[src/rtl/brl_arb.sv]
// Arbiter/sequencer for the shared 32-bit barrel shifter (IDLE -> EXEC -> DONE).
// Define BRL_ARB_FIXPRI_EN for fixed priority (requester 0 wins ties, no pointer).
module brl_arb (
    input  logic        clk,
    input  logic        reset,
    input  logic        req_0,
    input  logic [1:0]  mode_0,
    input  logic [0:31] cnt_0,
    input  logic [0:31] dat_0,
    input  logic        req_1,
    input  logic [1:0]  mode_1,
    input  logic [0:31] cnt_1,
    input  logic [0:31] dat_1,
    output logic        ack_0,
    output logic        ack_1,
    output logic [0:31] resq,
    output logic        resc,
    output logic        busy,
    output logic        brlmux_0,
    output logic        brlmux_1,
    output logic [0:31] srcdp,
    output logic [0:31] brld,
    input  logic [0:31] brlq,
    input  logic        brl_carry
);

    localparam logic [1:0] IDLE = 2'd0;
    localparam logic [1:0] EXEC = 2'd1;
    localparam logic [1:0] DONE = 2'd2;

    logic [1:0]  state;
    logic        gnt;
    logic        win;
    logic [1:0]  op_mode;
    logic [0:31] op_cnt;
    logic [0:31] op_dat;
`ifndef BRL_ARB_FIXPRI_EN
    logic        ptr;
`endif

    // Winner is only meaningful when at least one request is high.
    always_comb begin
        win = 1'b0;
`ifdef BRL_ARB_FIXPRI_EN
        win = ~req_0;
`else
        if (req_0 && req_1)
            win = ~ptr;
        else
            win = req_1;
`endif
    end

    always_ff @(posedge clk) begin
        if (reset) begin
            state   <= IDLE;
            gnt     <= 1'b0;
            op_mode <= '0;
            op_cnt  <= '0;
            op_dat  <= '0;
            ack_0   <= 1'b0;
            ack_1   <= 1'b0;
            resq    <= '0;
            resc    <= 1'b0;
            busy    <= 1'b0;
`ifndef BRL_ARB_FIXPRI_EN
            ptr     <= 1'b1;
`endif
        end else begin
            case (state)
                IDLE: begin
                    ack_0 <= 1'b0;
                    ack_1 <= 1'b0;
                    if (req_0 || req_1) begin
                        gnt     <= win;
                        op_mode <= win ? mode_1 : mode_0;
                        op_cnt  <= win ? cnt_1  : cnt_0;
                        op_dat  <= win ? dat_1  : dat_0;
                        state   <= EXEC;
                        busy    <= 1'b1;
`ifndef BRL_ARB_FIXPRI_EN
                        if (req_0 && req_1)
                            ptr <= win;
`endif
                    end
                end
                EXEC: begin
                    // Shifter has settled on the operand registers; capture and ack in DONE.
                    resq  <= brlq;
                    resc  <= brl_carry;
                    ack_0 <= ~gnt;
                    ack_1 <= gnt;
                    state <= DONE;
                end
                DONE: begin
                    ack_0 <= 1'b0;
                    ack_1 <= 1'b0;
                    busy  <= 1'b0;
                    state <= IDLE;
                end
                default: begin
                    ack_0 <= 1'b0;
                    ack_1 <= 1'b0;
                    busy  <= 1'b0;
                    state <= IDLE;
                end
            endcase
        end
    end

    assign brlmux_0 = op_mode[0];
    assign brlmux_1 = op_mode[1];
    assign srcdp    = op_cnt;
    assign brld     = op_dat;

endmodule

[config.mk]
export PLATFORM = sky130hd
export DESIGN_NAME = brl_arb
export DESIGN_NICKNAME = d
export VERILOG_FILES = /design/src/rtl/brl_arb.sv
export SDC_FILE = /design/constraint.sdc
export NUM_CORES = 1
export LEC_CHECK = 0
export CAP_MARGIN = 40
export CORE_UTILIZATION = 34
export CTS_CLUSTER_DIAMETER = 200
export CTS_CLUSTER_SIZE = 25
export DETAILED_ROUTE_END_ITERATION = 10
export GPL_ROUTABILITY_DRIVEN = 0
export PLACE_DENSITY = 0.77
export SLEW_MARGIN = 15
export SYNTH_ARGS = -nofsm -noshare
export SYNTH_HDL_FRONTEND = slang
export SYNTH_SLANG_ARGS = --single-unit
export TNS_END_PERCENT = 1
[constraint.sdc]
create_clock -name clk -period 1.3 [get_ports clk]
set_input_delay 0.13 -clock clk [delete_from_list [all_inputs] [get_ports clk]]
set_output_delay 0.13 -clock clk [all_outputs]
set_load 0.05 [all_outputs]
==> qor.txt, run 1 <==
VDD IR max -> 0.593 mV
Hold crit path type -> in -> reg
Area Growth Syn to Fin -> 101%
Routed WL -> 17,300 um
Leakage power -> 3.52 nW
Fraction of layout instances using a drive strength above 1 -> 0.265
Number of global-route vias before repair -> 5,372
Hold Buf Count CTS -> 0
Hold_sp -> reset
Reg clk slew, reported paths -> 0.07 ns
DR WL/cell -> 17.6 um
GR Overflow Total -> 0
Top cell type's share of synthesized area -> 0.463
Gate count of the mapped netlist -> 545
Final Max Slew Viols -> 0
First drt pass iteration count -> 5
WHS Endpoint -> resq[29]
FF-to-FF path depth -> 5
Ant diodes -> 0
Crit-path cells -> nor2_4, buf_4, clkbuf_16, a21oi_1, a311oi_2
Hold path depth -> 2
DP HPWL -> 12,000 um
RR Endpoint -> brld[26]
Met2 Track Usage GR -> 0.426
Final Worst Setup Slack -> 0.0245 ns
Max-Cap Viols -> 0
Met1 Use GR -> 0.253
Core area -> 0.0132 mm^2
CP top delay family -> flip-flops
Synth Cell Area -> 0.00458 mm^2
# fillers -> 957
Setup TNS -> 0 ns
Slowest cell on the critical path -> dfxtp_2
Synth area leader -> dfxtp_1
Worst path max stage delay -> 0.34 ns
Final setup fails -> 0
First-pass GRT wire length -> 26,500 um
Top post-synthesis cells by area -> dfxtp_1 46%, nand2_1 16%, a311oi_2 13%
Clock tree buffer depth -> 2
Largest net degree at the start of global routing -> 44
Mean post-synth cell area -> 8.40 um^2
Io pins -> 271
Vias post-DR -> 5,165
Initial antenna violation count -> 0
Status -> complete, no violations
DRC -> 0
H-tree Lvls -> 3
Starting density of the core -> 0.347
Setup Slack @ Placement -> -0.425 ns
GRT Total Usage -> 0.239
Critical path class -> reg -> reg
Arrival time of the worst setup path -> 1.52 ns
Clk_lat worst skew -> 0.34 ns
Crit path max fanout -> 12
CP bufs+invs -> 2
Reg2reg start -> state[1]
Rows -> 42
Sequential area share after synthesis -> 0.463
Die width -> 118 um
Worst Setup Start Kind -> flip-flop
Period Utilization, post-route -> 0.981
Clock root cell -> clkbuf_16
Met3 Use GR -> 0.0698
Unrepaired setup endpoints after global routing -> true
CTS tree -> yes
Starting DRT DRC Count -> 314
Worst slew margin -> 0.723
Gr busiest metal -> met2
# nets final -> 974
Syn nets -> 714
Buffers on Ports -> 270
Die height -> 118 um
CTS buffer count -> 9
CP endpoint kind -> flip-flop
Fmax -> 784 MHz
Count of final hold-check violations -> 0
CTS sink count -> 106
Synth Register Bits -> 106
R2r setup slk -> 0.02 ns
Die Area -> 0.0139 mm^2
Power per cell area -> 1200 mW/mm^2
Hold Slack -> 0.242 ns
Worst Tran Pin Value -> 0.416 ns
Netlist cell types -> 23
Clock Skew -> 0.0132 ns
Tmin final -> 1.28 ns
Antenna-violating nets left -> 0
Via density -> 5.24
CP required -> 1.54 ns
Yosys warnings -> 0
-- flip-flops by register name, summed over array words and instances, names as in the netlist --
register,flops
state,2
op_mode,2
resc,1
ptr,1
resq,32
ack_1,1
gnt,1
busy,1
brld,32
ack_0,1
srcdp,32
-- cell families after synthesis --
group | count (synthesis) | synth area share
and+or+nand+nor | 211 | 0.178
DFF | 106 | 0.463
AOI/OAI and AO/OA | 172 | 0.302
buffers and inverters | 56 | 0.0571
-- how the worst max path moves through the flow --
stage | slack (ns) | to | from | depth (start not counted)
final | 0.02 | brld[26] | state[1] | 5
after CTS | -0.03 | srcdp[22] | ptr | 6
after global routing | -0.05 | brld[26] | state[1] | 5
after detailed placement | -0.42 | srcdp[21] | req_1 | 5
after floorplan | -0.007 | srcdp[10] | ptr | 5
after global placement | -0.36 | srcdp[1] | req_1 | 5
-- cells in the mapped netlist --
cell        n
a311oi_2   40
nor3_1      1
clkbuf_1   40
nand2b_1    2
nand2_1   200
a31o_2      1
and2_1      1
buf_1       1
dfxtp_1   106
nand4_1     1
or2_1       1
a21boi_2    1
a21oi_1   101
nor2b_1     1
and2_4      1
buf_6       4
a21o_1      1
buf_4       3
nor2_2      1
a311oi_1   26
nor2_1      2
a21bo_2     2
buf_2       8
-- layout by cell type (no fill, tap or decap), types with 2 or more instances in the layout --
cell,synthesis,final
a311oi_2,40,49
a311oi_1,26,17
nand2b_1,2,2
buf_4,3,14
clkinvlp_4,0,2
clkdlybuf4s50_1,0,165
dfxtp_2,0,2
clkbuf_16,0,12
buf_12,0,119
nand2_1,200,199
dfxtp_1,106,103
nor2_1,2,2
a21oi_1,101,101
-- final cells by class --
class | instances | area, um^2 | area share
clock buffers | 9 | 225 | 0.0245
flip-flops and latches | 106 | 2130 | 0.231
well taps | 176 | 220 | 0.0239
clock inverters | 6 | 67.6 | 0.00735
multi-input cells | 383 | 2280 | 0.248
repair buffers | 305 | 4270 | 0.465
-- per-stage QoR --
stage | instances | utilization | power, mW | instance area (um^2)
2_1_floorplan | 545 | - | 5.86 | 4580
3_3_place_gp | 960 | 0.651 | 8.06 | 8590
3_5_place_dp | 960 | 0.651 | 8.15 | 8590
4_1_cts | 984 | 0.691 | 11.0 | 9110
5_1_grt | 985 | 0.697 | 11.4 | 9200
6_report | 985 | 0.697 | 11.0 | 9200
-- report_power, final --
group / leakage (nW) / switching [mW] / internal [mW]
combinational: 2.50 / 2.18 / 2.22
clock: 0.138 / 1.23 / 1.49
sequential: 0.876 / 0.349 / 3.57
-- worst register-to-register path, stage by stage (launching register included) --
cell and delay (ns):
dfxtp_2 0.34, nor2_4 0.16, buf_4 0.17, clkbuf_16 0.16
a21oi_1 0.08, a311oi_2 0.26
-- repair_timing --
action	in CTS	in global routing
endpoints found under the hold margin	0	0
buffers inserted	6	0
cloned	3	3
endpoints found under the setup margin	65	67
pin swaps	8	24
gates resized for setup	17	14
-- layer usage --
metal / vias up / wire length [um]
li1: 2424 / -
met1: 2446 / 6590
met2: 241 / 8890
met3: 54 / 1220
met4: 0 / 645
met5: - / 0
No activity file was read; power rests on OpenSTA's default activity.
==> run 2: changes to the inputs <==
--- a/config.mk
+++ b/config.mk
@@ -6,11 +6,13 @@
 export NUM_CORES = 1
 export LEC_CHECK = 0
 export CAP_MARGIN = 40
+export CORE_MARGIN = 1
 export CORE_UTILIZATION = 34
 export CTS_CLUSTER_DIAMETER = 200
 export CTS_CLUSTER_SIZE = 25
 export DETAILED_ROUTE_END_ITERATION = 10
 export GPL_ROUTABILITY_DRIVEN = 0
+export HOLD_SLACK_MARGIN = 0.15
 export PLACE_DENSITY = 0.77
 export SLEW_MARGIN = 15
 export SYNTH_ARGS = -nofsm -noshare
==> results of run 2 <==
The final DEF is identical to that of run 1; final timing and power are the same.
